### src/rtl/pic8259a_pkg.sv
// rtl/pic8259a_pkg.sv - shared types and constants for the 8259A acknowledge initiator
package pic8259a_pkg;

  typedef enum logic [1:0] {
    IDLE,
    PULSE_LOW,
    PULSE_HIGH,
    DONE
  } inta_state_e;

  localparam logic [7:0] CALL_OPCODE = 8'hCD;
  localparam logic [1:0] PULSES_8086 = 2'd2;
  localparam logic [1:0] PULSES_8080 = 2'd3;

  function automatic logic [1:0] final_pulse_index(input logic is_8086);
    return is_8086 ? (PULSES_8086 - 2'd1) : (PULSES_8080 - 2'd1);
  endfunction

endpackage

### src/rtl/inta_phase_timer.sv
// rtl/inta_phase_timer.sv - loadable down-counter timing one INTA_N phase
module inta_phase_timer #(
  parameter int WIDTH = 2
) (
  input  logic             clock,
  input  logic             reset,
  input  logic             start,
  input  logic [WIDTH-1:0] load_value,
  output logic             expire
);

  logic [WIDTH-1:0] count;

  always_ff @(posedge clock or posedge reset) begin
    if (reset) begin
      count <= '0;
    end else if (start) begin
      count <= load_value;
    end else if (count != '0) begin
      count <= count - WIDTH'(1);
    end
  end

  // Flags the final cycle of a phase so the FSM can switch on the closing edge.
  assign expire = (count == WIDTH'(1));

endmodule

### src/rtl/pic_inta_initiator.sv
// rtl/pic_inta_initiator.sv - INTA_N pulse-train generator with vector/CALL capture
module pic_inta_initiator
  import pic8259a_pkg::*;
#(
  parameter int INTA_LOW_CYCLES  = 2,
  parameter int INTA_HIGH_CYCLES = 2
) (
  input  logic        clock,
  input  logic        reset,
  input  logic        interrupt_enable,
  input  logic        mode_8086,
  input  logic        interrupt_request,
  input  logic [7:0]  data_bus_in,
  output logic        interrupt_acknowledge_n,
  output logic        busy,
  output logic        vector_valid,
  output logic [7:0]  vector,
  output logic [15:0] call_address,
  output logic        opcode_error,
  input  logic        vector_taken
);

  localparam int PHASE_MAX = (INTA_LOW_CYCLES > INTA_HIGH_CYCLES) ? INTA_LOW_CYCLES : INTA_HIGH_CYCLES;
  localparam int PHASE_W   = $clog2(PHASE_MAX + 1);
  localparam logic [PHASE_W-1:0] LOW_LOAD  = PHASE_W'(INTA_LOW_CYCLES);
  localparam logic [PHASE_W-1:0] HIGH_LOAD = PHASE_W'(INTA_HIGH_CYCLES);

  inta_state_e        state;
  logic               start_pending;
  logic               mode_latched;
  logic [1:0]         pulse_index;
  logic               last_pulse;
  logic               timer_start;
  logic [PHASE_W-1:0] timer_load;
  logic               phase_expire;

  assign last_pulse = (pulse_index == final_pulse_index(mode_latched));

  always_comb begin
    timer_start = 1'b0;
    timer_load  = LOW_LOAD;
    case (state)
      IDLE:       timer_start = start_pending;
      PULSE_LOW:  begin
        timer_start = phase_expire && !last_pulse;
        timer_load  = HIGH_LOAD;
      end
      PULSE_HIGH: timer_start = phase_expire;
      default:    timer_start = 1'b0;
    endcase
  end

  inta_phase_timer #(.WIDTH(PHASE_W)) u_phase_timer (
    .clock      (clock),
    .reset      (reset),
    .start      (timer_start),
    .load_value (timer_load),
    .expire     (phase_expire)
  );

  // The acceptance edge only arms the sequence; INTA_N first falls one edge later.
  always_ff @(posedge clock or posedge reset) begin
    if (reset) begin
      state                   <= IDLE;
      start_pending           <= 1'b0;
      mode_latched            <= 1'b0;
      pulse_index             <= 2'd0;
      interrupt_acknowledge_n <= 1'b1;
      busy                    <= 1'b0;
      vector_valid            <= 1'b0;
      vector                  <= 8'h00;
      call_address            <= 16'h0000;
      opcode_error            <= 1'b0;
    end else begin
      case (state)
        IDLE: begin
          if (start_pending) begin
            start_pending           <= 1'b0;
            state                   <= PULSE_LOW;
            interrupt_acknowledge_n <= 1'b0;
            busy                    <= 1'b1;
          end else if (interrupt_request && interrupt_enable) begin
            start_pending <= 1'b1;
            mode_latched  <= mode_8086;
            pulse_index   <= 2'd0;
            vector        <= 8'h00;
            call_address  <= 16'h0000;
            opcode_error  <= 1'b0;
          end
        end
        PULSE_LOW: begin
          if (phase_expire) begin
            interrupt_acknowledge_n <= 1'b1;
            if (mode_latched) begin
              if (pulse_index == 2'd1) vector <= data_bus_in;
            end else begin
              case (pulse_index)
                2'd0:    opcode_error       <= (data_bus_in != CALL_OPCODE);
                2'd1:    call_address[7:0]  <= data_bus_in;
                2'd2:    call_address[15:8] <= data_bus_in;
                default: opcode_error       <= opcode_error;
              endcase
            end
            if (last_pulse) begin
              state        <= DONE;
              vector_valid <= 1'b1;
            end else begin
              state       <= PULSE_HIGH;
              pulse_index <= pulse_index + 2'd1;
            end
          end
        end
        PULSE_HIGH: begin
          if (phase_expire) begin
            state                   <= PULSE_LOW;
            interrupt_acknowledge_n <= 1'b0;
          end
        end
        DONE: begin
          if (vector_taken) begin
            state        <= IDLE;
            vector_valid <= 1'b0;
            busy         <= 1'b0;
          end
        end
        default: state <= IDLE;
      endcase
    end
  end

endmodule

### config.mk
export PLATFORM = sky130hd
export DESIGN_NAME = pic_inta_initiator
export DESIGN_NICKNAME = d
export VERILOG_FILES = /design/src/rtl/pic8259a_pkg.sv /design/src/rtl/inta_phase_timer.sv /design/src/rtl/pic_inta_initiator.sv
export SDC_FILE = /design/constraint.sdc
export NUM_CORES = 1
export LEC_CHECK = 0
export ABC_AREA = 1
export BUFFER_PORTS_ARGS = -buffer_cell sky130_fd_sc_hd__buf_2
export CAP_MARGIN = 40
export CELL_PAD_IN_SITES_DETAIL_PLACEMENT = 2
export CELL_PAD_IN_SITES_GLOBAL_PLACEMENT = 2
export CORE_MARGIN = 2
export CORE_UTILIZATION = 34
export CTS_CLUSTER_DIAMETER = 50
export DETAILED_ROUTE_END_ITERATION = 8
export PLACE_DENSITY_LB_ADDON = 0.05
export SLEW_MARGIN = 20
export SYNTH_ARGS = -nofsm -noshare
export SYNTH_HDL_FRONTEND = slang
export SYNTH_SLANG_ARGS = --single-unit
### constraint.sdc
create_clock -name clock -period 4.65 [get_ports clock]
set_clock_uncertainty 0.2 [all_clocks]
set_input_delay 0.6975 -clock clock [delete_from_list [all_inputs] [get_ports clock]]
set_output_delay 0.6975 -clock clock [all_outputs]
set_load 0.1 [all_outputs]
Word level (Yosys, flattened, before mapping) --
Index checks and enable logic that the tools add are counted.
Storage, ports and cells: bits in registers 36, bits of input ports 14, output and inout bits 28, logic and storage cells 102
Cells by class: add/sub/neg operators 2, eq/ne operators 21, muxes and demuxes 45, bitwise logic cells 1, reduce and logical (&&, ||, !) cells 21
Operators with widths (count):
- 16-bit 2-to-1 mux | 4
- 8-bit 2-to-1 mux | 6
- 16-bit one-hot mux with 2 select lines | 1
- 6-bit AND reduction | 4
- 2-bit 2-to-1 mux | 11
- 2-bit inequality test, second input constant | 11
- 8-bit one-hot mux with 2 select lines | 1
- 1-bit 2-to-1 mux | 15
- 4-bit AND reduction | 3
- 2-bit nonzero test | 5
- 8-bit inequality test, second input constant | 1
- 2-bit one-hot mux with 4 select lines | 1
- 2-bit by 1-bit equality test with 1-bit output, second input constant | 3
- 2-bit equality test, second input constant | 3
- 1-bit one-hot mux with 2 select lines | 3
- 1-bit one-hot mux with 3 select lines | 2
- 3-bit AND reduction | 2
- 5-bit AND reduction | 1
- 2-bit zero test | 2
- 2-bit by 1-bit inequality test with 1-bit output, second input constant | 2
- 2-bit one-hot mux with 2 select lines | 1
- 3-bit nonzero test | 1
- 2-bit by 1-bit adder with 2-bit output, second input constant | 1
- 2-bit equality test | 1
- 4 further kinds | 5

Logic depth before layout (Yosys ltp) --
Gate-level depths: netlist (run 1).
word-level depth 6, depth in mapped cells 10

Cells and area by module --
A second synthesis (run 1) with hierarchy kept.
Second synthesis, totals: cells, all modules 237, area, all modules 1821.7 µm²
Modules (own cells, without submodules):
- pic_inta_initiator | times used 1, cells an instance 218, area each 1685.4 µm², seq. area each 852.1 µm²
- inta_phase_timer | times used 1, cells an instance 19, area each 136.4 µm², seq. area each 50.0 µm²

Worst setup path after synthesis (run 1) --
No wires, ideal clock.
path kind reg-to-output, start point register call_address[0], end point output port call_address[0], data arrival time 0.911 ns, required time 3.753 ns, path slack 2.842 ns, cell stages (with the launch flop) 1, path through dfrtp_1
RTL lines:
- start, declared | RTL line pic_inta_initiator.sv:18 | output logic [15:0] call_address,
- start signal, assigned | RTL line pic_inta_initiator.sv:99 | 2'd1: call_address[7:0] <= data_bus_in;
No word-level cell between the ends.

Worst setup path after layout (run 1) --
start point register u_phase_timer.count[1], end point register call_address[0]
Between the ends: cells in the longest elaborated chain, start to end 3
Ends and longest elaborated chain:
- start, declared | RTL line inta_phase_timer.sv:12 | logic [WIDTH-1:0] count;
- start signal, assigned | RTL line inta_phase_timer.sv:18 | count <= load_value;
- start signal, assigned | RTL line inta_phase_timer.sv:20 | count <= count - WIDTH'(1);
- 2-bit by 1-bit equality test with 1-bit output | RTL line inta_phase_timer.sv:25 | assign expire = (count == WIDTH'(1));
- 2-bit inequality test (no line)
- 6-bit AND reduction (no line)
No other way between the ends. A chain may end at the register's enable or synchronous reset.

==> impl_metrics.tcl, run 1 <==
set metrics [dict create \
    async_flop_share_pct 100 \
    reg2reg_to "call_address[0]" \
    rows 27 \
    startpoint_type "flip-flop" \
    port_buffers 41 \
    hold_violations 0 \
    post_cts_buffers 0 \
    drive_gt1_share_pct 30.6 \
    route.detailed.drc 0 \
    finalSetupViolCount 0 \
    dp_hpwl_um 3850 \
    reg2reg_depth 9 \
    fillers 650 \
    cap_viol_max_count 0 \
    cts_buffers 5 \
    clock_sinks 36 \
    start_util_pct 35.0 \
    root_buffer "clkbuf_8" \
    finalWirelength_um 5080 \
    yosysSeqAreaShare_pct 46.8 \
    ys_ff_latch 36 \
    cts_resized 0 \
    crit_start "u_phase_timer.count[1]" \
    clock_latency_ps 280 \
    ys_top_cells_by_area "dfrtp_1 (45%), nand2_1 (12%), nand3_1 (8.6%), nand2_2 (6.2%), inv_1 (4.3%)" \
    clock.fmax_mhz 468 \
    relSlewSlack_pct 57.7 \
    critPathCapture "call_address[0]" \
    grt_max_degree 37 \
    pin_count 42 \
    post-route-min-period_ps 2140 \
    rsz0062_at_grt "no" \
    dieHeight_um 79.3 \
    drt-pass1-iter-count 3 \
    synth_commonest_cells "nand2_1 (62), dfrtp_1 (35), nand3_1 (33)" \
    avgSynthCellArea_um2 8.53 \
    hp-class "flip-flop to flip-flop" \
    r2r_start "u_phase_timer.count[1]" \
    antenna_left 0 \
    synthMostInstantiatedCell "nand2_1" \
    place.gp.congestion 0.759 \
    clockBufferDepth 2 \
    nets 289 \
    antenna_found_initial 0 \
    crit_type "flip-flop to flip-flop" \
    yosysTopAreaCell "dfrtp_1" \
    ys_types 24 \
    r2r_setup_slack_ps 2510 \
    avgRoutedWirePerCell_um 14.8 \
    grt_use_total_pct 18.3 \
    ys.flop_type "dfrtp_1" \
    fin_crit_sh_pct 46.0 \
    crit_path_end_kind "flip-flop" \
    grt_pass1_vias 1718 \
    tns_ps 0 \
    synthCells 226 \
    yosysTopAreaCellShare_pct 45.5 \
    core_mm2 0.00551 \
    clk_pin_slew_ps 70 \
    worstMarginPinSlew_ps 633 \
    grt_overflow 0 \
    die_w_um 79.3 \
    synth_warnings 0 \
    cp_max_fo 20 \
    outcome "finished clean" \
    n_antenna_cell 0 \
    cp.arrival_ps 2110 \
    synth-edff-count 0 \
    htreeDepth 2 \
    synth_nets 245 \
    die_area_mm2 0.00629 \
    area_delta_synth_final_pct 19.5 \
    drt-vias-per-instance 4.66 \
    drt-initial-drc-count 77 \
    synth_area_mm2 0.00193 \
    tritoncts "done" \
    num_vias 1599 \
    report.final.slew_viol_count 0 \
    grt_pass1_wl_um 8850 \
    cts_hold_buf 0 \
    worstPathRequired_ps 4630 \
]
## cells by family after synthesis
group           share of synthesized area, %
buf+inv                                 7.66
xor+xnor                               0.455
compound gates                          3.90
fa+ha+maj                               3.25
simple gates                            37.9
flops                                   46.8
## critical path, stage by stage, from the launching register on
cell,delay (ps)
dfrtp_1,380
inv_1,80
ha_1,260
inv_1,120
nand2_4,110
nand2_4,80
nor2_4,500
nand2_8,160
nand2_2,100
nand2_1,50
## metrics by stage
step,util (%),std cells,hold WS [ps],setup slack [ps],area (um^2)
3_5_place_dp,39.5,335,253,2510,2180
5_1_grt,41.8,343,298,2330,2300
2_1_floorplan,-,226,286,2840,1930
3_3_place_gp,39.5,335,252,2550,2180
4_1_cts,41.8,343,271,2490,2300
6_report,41.8,343,265,2510,2300
## cells in the final DEF, fill, tap and decap left out, types with 2 or more instances in the layout
cell type,instances
nand2_1,62
buf_2,41
dfrtp_1,35
nand3_1,33
inv_1,22
nand2_2,19
nor2_1,16
o21ai_0,7
clkbuf_8,7
nand4_1,5
ha_1,5
nand2_4,3
a21oi_1,2
nor2_4,2
nand2_8,2
## worst min path at each step
stage,slack [ps],startpoint,cells after the start,endpoint
finish,260,call_address[15],2,call_address[15]
CTS,270,call_address[15],2,call_address[15]
floorplan,290,pulse_index[1],2,pulse_index[1]
global route,300,call_address[15],2,call_address[15]
detailed placement,250,call_address[15],2,call_address[15]
global placement,250,call_address[8],2,call_address[8]
## metal layers
metal / global-route usage [%] / share of wire [%] / vias to the layer above
li1: - / - / 802
met1: 22.1 / 43 / 767
met2: 34.2 / 54 / 26
met3: 3.41 / 2.6 / 4
met4: 3.10 / 0.65 / 0
met5: 0 / 0 / -
## sequential cells by signal (all words and copies together) (netlist names)
| register | flops |
|---|---|
| state | 2 |
| vector | 8 |
| vector_valid | 1 |
| mode_latched | 1 |
| interrupt_acknowledge_n | 1 |
| pulse_index | 2 |
| start_pending | 1 |
| call_address | 16 |
| u_phase_timer.count | 2 |
| opcode_error | 1 |
| busy | 1 |
## final cells by class
| type | count | area, um^2 | share of cell area, % |
|---|---|---|---|
| Inverter | 24 | 95.1 | 4.13 |
| Tap cell | 72 | 90.1 | 3.91 |
| Clock buffer | 7 | 96.3 | 4.18 |
| Clock inverter | 1 | 30.0 | 1.30 |
| Multi-Input combinational cell | 161 | 877 | 38.1 |
| Sequential cell | 36 | 902 | 39.2 |
| Timing Repair Buffer | 42 | 213 | 9.23 |
Power of run 1 is not shown: default switching activity piles up to over one toggle a cycle in this logic, so the estimate is an artifact.
==> run 2, diff against run 1 <==
- ABC_AREA: 1 -> 0
- CORE_UTILIZATION: 34 -> 29
- clock period: 4.65 -> 1.9 ns (I/O delays scaled with it)
==> impl_metrics.tcl, run 2 <==
set metrics [dict create \
    outcome "finished clean" \
    rsz0062_at_grt "yes" \
    root_buffer "clkbuf_8" \
    pin_count 42 \
    synth_warnings 0 \
    drt-initial-drc-count 89 \
    place.gp.congestion 0.725 \
    layout_common_cells "buf_2 (41), dfrtp_1 (34), buf_4 (22)" \
    ys_ff_latch 36 \
    r2r_setup_slack_ps 80 \
    synth_commonest_cells "dfrtp_1 (35), o21ai_0 (18), a22o_1 (17)" \
    nets 238 \
    yosysTopAreaCell "dfrtp_1" \
    worstPathRequired_ps 1880 \
    setup_ws_ps 82.8 \
    hp-start "vector_taken" \
    drive_gt1_share_pct 44.1 \
    relSlewSlack_pct 66.7 \
    clock_sinks 36 \
    hold_violations 0 \
    clockBufferDepth 2 \
    clock_latency_ps 290 \
    area_delta_synth_final_pct 40.3 \
    cts_buffers 5 \
    hp-class "input pin to flip-flop" \
    place_ws_ps -86.6 \
    n_antenna_cell 0 \
    cap_viol_max_count 0 \
    synth_area_mm2 0.00166 \
    grt_overflow 0 \
    drt-pass1-iter-count 4 \
    reg2reg_to "pulse_index[0]" \
    ys.flop_type "dfrtp_1" \
    post-route-min-period_ps 1820 \
    avgRoutedWirePerCell_um 17.9 \
    ys_top_cells_by_area "dfrtp_1 (53%), a22o_1 (9.0%), o21ai_0 (5.4%), ha_1 (3.8%), inv_1 (3.6%)" \
    top_regs "call_address (16), vector (8)" \
    dieHeight_um 79.7 \
    ys_types 36 \
    start_util_pct 30.2 \
    die_w_um 79.7 \
    regMostFlops "call_address" \
    yosysSeqAreaShare_pct 54.3 \
    route.detailed.drc 0 \
    finalWirelength_um 5230 \
    clock.fmax_mhz 550 \
    async_flop_share_pct 100 \
    finalSetupViolCount 0 \
    avgSynthCellArea_um2 11.1 \
    reg2reg_depth 8 \
    dp_hpwl_um 3770 \
    yosysTopAreaCellShare_pct 52.7 \
    drt-vias-per-instance 5.06 \
    startpoint_type "flip-flop" \
    port_buffers 41 \
    crit_path_end_kind "flip-flop" \
    crit_type "flip-flop to flip-flop" \
    synthMostInstantiatedCell "dfrtp_1" \
    htreeDepth 2 \
    synth-edff-count 0 \
    final_common_cell "buf_2" \
    worstMarginPinSlew_ps 503 \
    antenna_found_initial 0 \
    grt_pass1_wl_um 8560 \
    grt_use_total_pct 18.1 \
    hold-path-endpoint "state[1]" \
    clk_pin_slew_ps 70 \
    tritoncts "done" \
    cp_max_fo 4 \
    die_area_mm2 0.00636 \
    grt_pass1_vias 1618 \
    core_mm2 0.00551 \
    largest_register_ffs 16 \
    r2r_start "u_phase_timer.count[1]" \
    antenna_left 0 \
    synthCells 150 \
    grt_max_degree 37 \
    report.final.slew_viol_count 0 \
    fin_crit_sh_pct 95.6 \
    rows 27 \
    num_vias 1478 \
    hold_depth 2 \
    synth_nets 169 \
    cp.arrival_ps 1790 \
]
-- run 2: worst max path at each step --
| stage | cells after the start | slack, ps | endpoint | from |
|---|---|---|---|---|
| after floorplan | 6 | 100 | call_address[0] | u_phase_timer.count[1] |
| after global placement | 6 | 8 | opcode_error | pulse_index[0] |
| after detailed placement | 6 | -90 | opcode_error | pulse_index[0] |
| after CTS | 6 | -1 | call_address[15] | u_phase_timer.count[1] |
| after global routing | 8 | -20 | vector[7] | u_phase_timer.count[1] |
| final | 8 | 80 | pulse_index[0] | u_phase_timer.count[1] |
-- run 2: cell families (layout without fill, tap and decap cells) --
logic type | Yosys count | after routing | synth area share [%]
compound gates | 46 | 46 | 19.9
simple gates | 37 | 37 | 14.1
flops | 36 | 36 | 54.3
buf+inv | 22 | 92 | 5.42
fa+ha+maj | 5 | 5 | 3.76
mux | 3 | 3 | 1.96
xor+xnor | 1 | 1 | 0.527
-- run 2: critical path, stage by stage (launching register included) --
cell	delay [ps]
dfrtp_1	390
inv_2	80
ha_4	160
nand2_8	60
buf_4	130
a21oi_2	200
buf_4	160
nand2_1	60
mux2_2	260
-- run 2: per-layer routing --
metal	up-vias	share of wire (%)	GRT usage, %
li1	680	-	-
met1	747	41	21.2
met2	43	53	32.1
met3	8	4.6	4.07
met4	0	1.6	6.55
met5	-	0	0
-- run 2: stage by stage --
stage | instances | instance area [um^2] | hold slack (ps) | util [%] | TNS (ps)
CTS | 285 | 2210 | 18.5 | 40.1 | -1.15
global route | 292 | 2330 | 16.1 | 42.4 | -58.7
finish | 292 | 2330 | 28.2 | 42.4 | 0
detailed placement | 276 | 2080 | 229 | 37.8 | -94.5
floorplan | 150 | 1660 | 207 | - | 0
global placement | 276 | 2080 | 216 | 37.8 | 0
-- run 2: area by class of cell --
class | count | area, um^2
Clock buffer | 5 | 68.8
Clock inverter | 3 | 18.8
Fill cell | 605 | 3170
Inverter | 16 | 60.1
Multi-Input combinational cell | 92 | 743
Sequential cell | 36 | 903
Tap cell | 72 | 90.1
Timing Repair Buffer | 68 | 448
-- run 2: repair_timing --
item / CTS / global route
gates resized for setup: 7 / 19
setup endpoints to repair: 8 / 27
hold buffers: 1 / 0
gates cloned: 0 / 1
hold endpoints to repair: 35 / 0
pin swaps: 2 / 5
setup buffers: 0 / 6
Power of run 2 is left out for the same reason.
==> run 3, diff against run 2 <==
- ABC_AREA: 0 -> 1
- CORE_UTILIZATION: 29 -> 28
==> impl_metrics.tcl, run 3 (synthesis gave the netlist of run 1 again) <==
set metrics [dict create \
    area_delta_synth_final_pct 25.3 \
    clock_sinks 36 \
    r2r_setup_slack_ps 150 \
    finalWirelength_um 5380 \
    place.gp.congestion 0.750 \
    clock.fmax_mhz 571 \
    crit_type "flip-flop to flip-flop" \
    core_mm2 0.00672 \
    layout_common_cells "nand2_1 (62), buf_2 (41), nand3_1 (33), dfrtp_1 (33), inv_1 (21)" \
    cap_viol_max_count 0 \
    grt_overflow 0 \
    hold-path-endpoint "mode_latched" \
    reg2reg_to "vector[3]" \
    worstMarginPinSlew_ps 494 \
    dieHeight_um 87.0 \
    n_antenna_cell 0 \
    fin_crit_sh_pct 92.2 \
    crit_path_end_kind "flip-flop" \
    antenna_found_initial 0 \
    regMostFlops "call_address" \
    port_buffers 41 \
    crit_start "u_phase_timer.count[1]" \
    die_w_um 87.0 \
    clock_latency_ps 280 \
    htreeDepth 2 \
    finalSetupViolCount 0 \
    timing.hold.ws_ps 55.2 \
    rows 30 \
    cp.arrival_ps 1780 \
    grt_use_total_pct 15.4 \
    fin_util_pct 35.9 \
    die_area_mm2 0.00756 \
    top_regs "call_address (16), vector (8)" \
    hp-start "mode_8086" \
    final_common_cell "nand2_1" \
    root_buffer "clkbuf_8" \
    relSlewSlack_pct 67.3 \
    hold_violations 0 \
    antenna_left 0 \
    clk_pin_slew_ps 70 \
    rsz0062_at_grt "no" \
    final_area_mm2 0.00241 \
    r2r_start "u_phase_timer.count[1]" \
    report.final.slew_viol_count 0 \
    post-route-min-period_ps 1750 \
    cts_buffers 5 \
    drt-pass1-iter-count 4 \
    hold_depth 3 \
    grt_max_degree 37 \
    grt_pass1_vias 1771 \
    drt-vias-per-instance 4.63 \
    largest_register_ffs 16 \
    startpoint_type "flip-flop" \
    outcome "finished clean" \
    drt-initial-drc-count 56 \
    cp_max_fo 10 \
    tritoncts "done" \
    tns_ps 0 \
    dp_hpwl_um 4170 \
    drive_gt1_share_pct 33.3 \
    grt_pass1_wl_um 8830 \
    hp-class "input pin to flip-flop" \
    route.detailed.drc 0 \
    placed_area_mm2 0.00222 \
    clockBufferDepth 2 \
    worstPathRequired_ps 1920 \
    pin_count 42 \
    avgRoutedWirePerCell_um 15.0 \
    start_util_pct 28.7 \
    reg2reg_depth 10 \
    nets 297 \
    num_vias 1661 \
]
## run 3: cell types whose count changed in the layout (fill, tap and decap cells not counted), sizes merged, moves of 5 or more
cell   change
nand4      +5
nor2      +17
o21ai     -10
a22o      -17
nand2     +76
nand3     +25
inv        +8
buf       -19
## run 3: repair_timing
action,CTS,global route
hold buffers,1,0
setup endpoints to repair,0,26
buffers inserted,0,2
resized for setup,0,6
hold endpoints to repair,35,0
## run 3: metal layers
metal	vias up	track usage (%)	share of wire, %
met4	0	3.84	0.54
met2	27	28.5	55
met3	2	3.60	2.8
met5	-	0	0
met1	813	17.8	42
li1	819	-	-
## run 3: how the worst max path moves through the flow
stage,to,cells after the start
final,vector[3],10
after global routing,pulse_index[0],10
after CTS,call_address[4],10
after detailed placement,call_address[1],10
after global placement,call_address[2],10
after floorplan,call_address[0],10
## run 3: cell type report
class | count | area (um^2)
fillers | 792 | 4310
flip-flops and latches | 36 | 905
multi-input cells | 161 | 897
repair buffers | 50 | 323
well taps | 80 | 100
inverters | 24 | 95.1
clock buffers | 7 | 86.3
clock inverters | 1 | 7.51
## run 3: worst max-delay path: stages (launching register included)
cell	delay [ps]
dfrtp_1	400
inv_2	80
ha_4	160
inv_1	80
nand2_4	100
nand2_4	70
nor2_4	160
buf_4	150
clkbuf_16	140
nand3_1	60
nand2_1	90
## run 3: metrics by stage
| stage | worst slack (ps) | std cells |
|---|---|---|
| 5_1_grt | 12.5 | 359 |
| 3_5_place_dp | 34.4 | 346 |
| 6_report | 148 | 359 |
| 3_3_place_gp | 72.6 | 346 |
| 4_1_cts | 5.92 | 355 |
| 2_1_floorplan | 279 | 226 |
Power of run 3 is left out for the same reason.
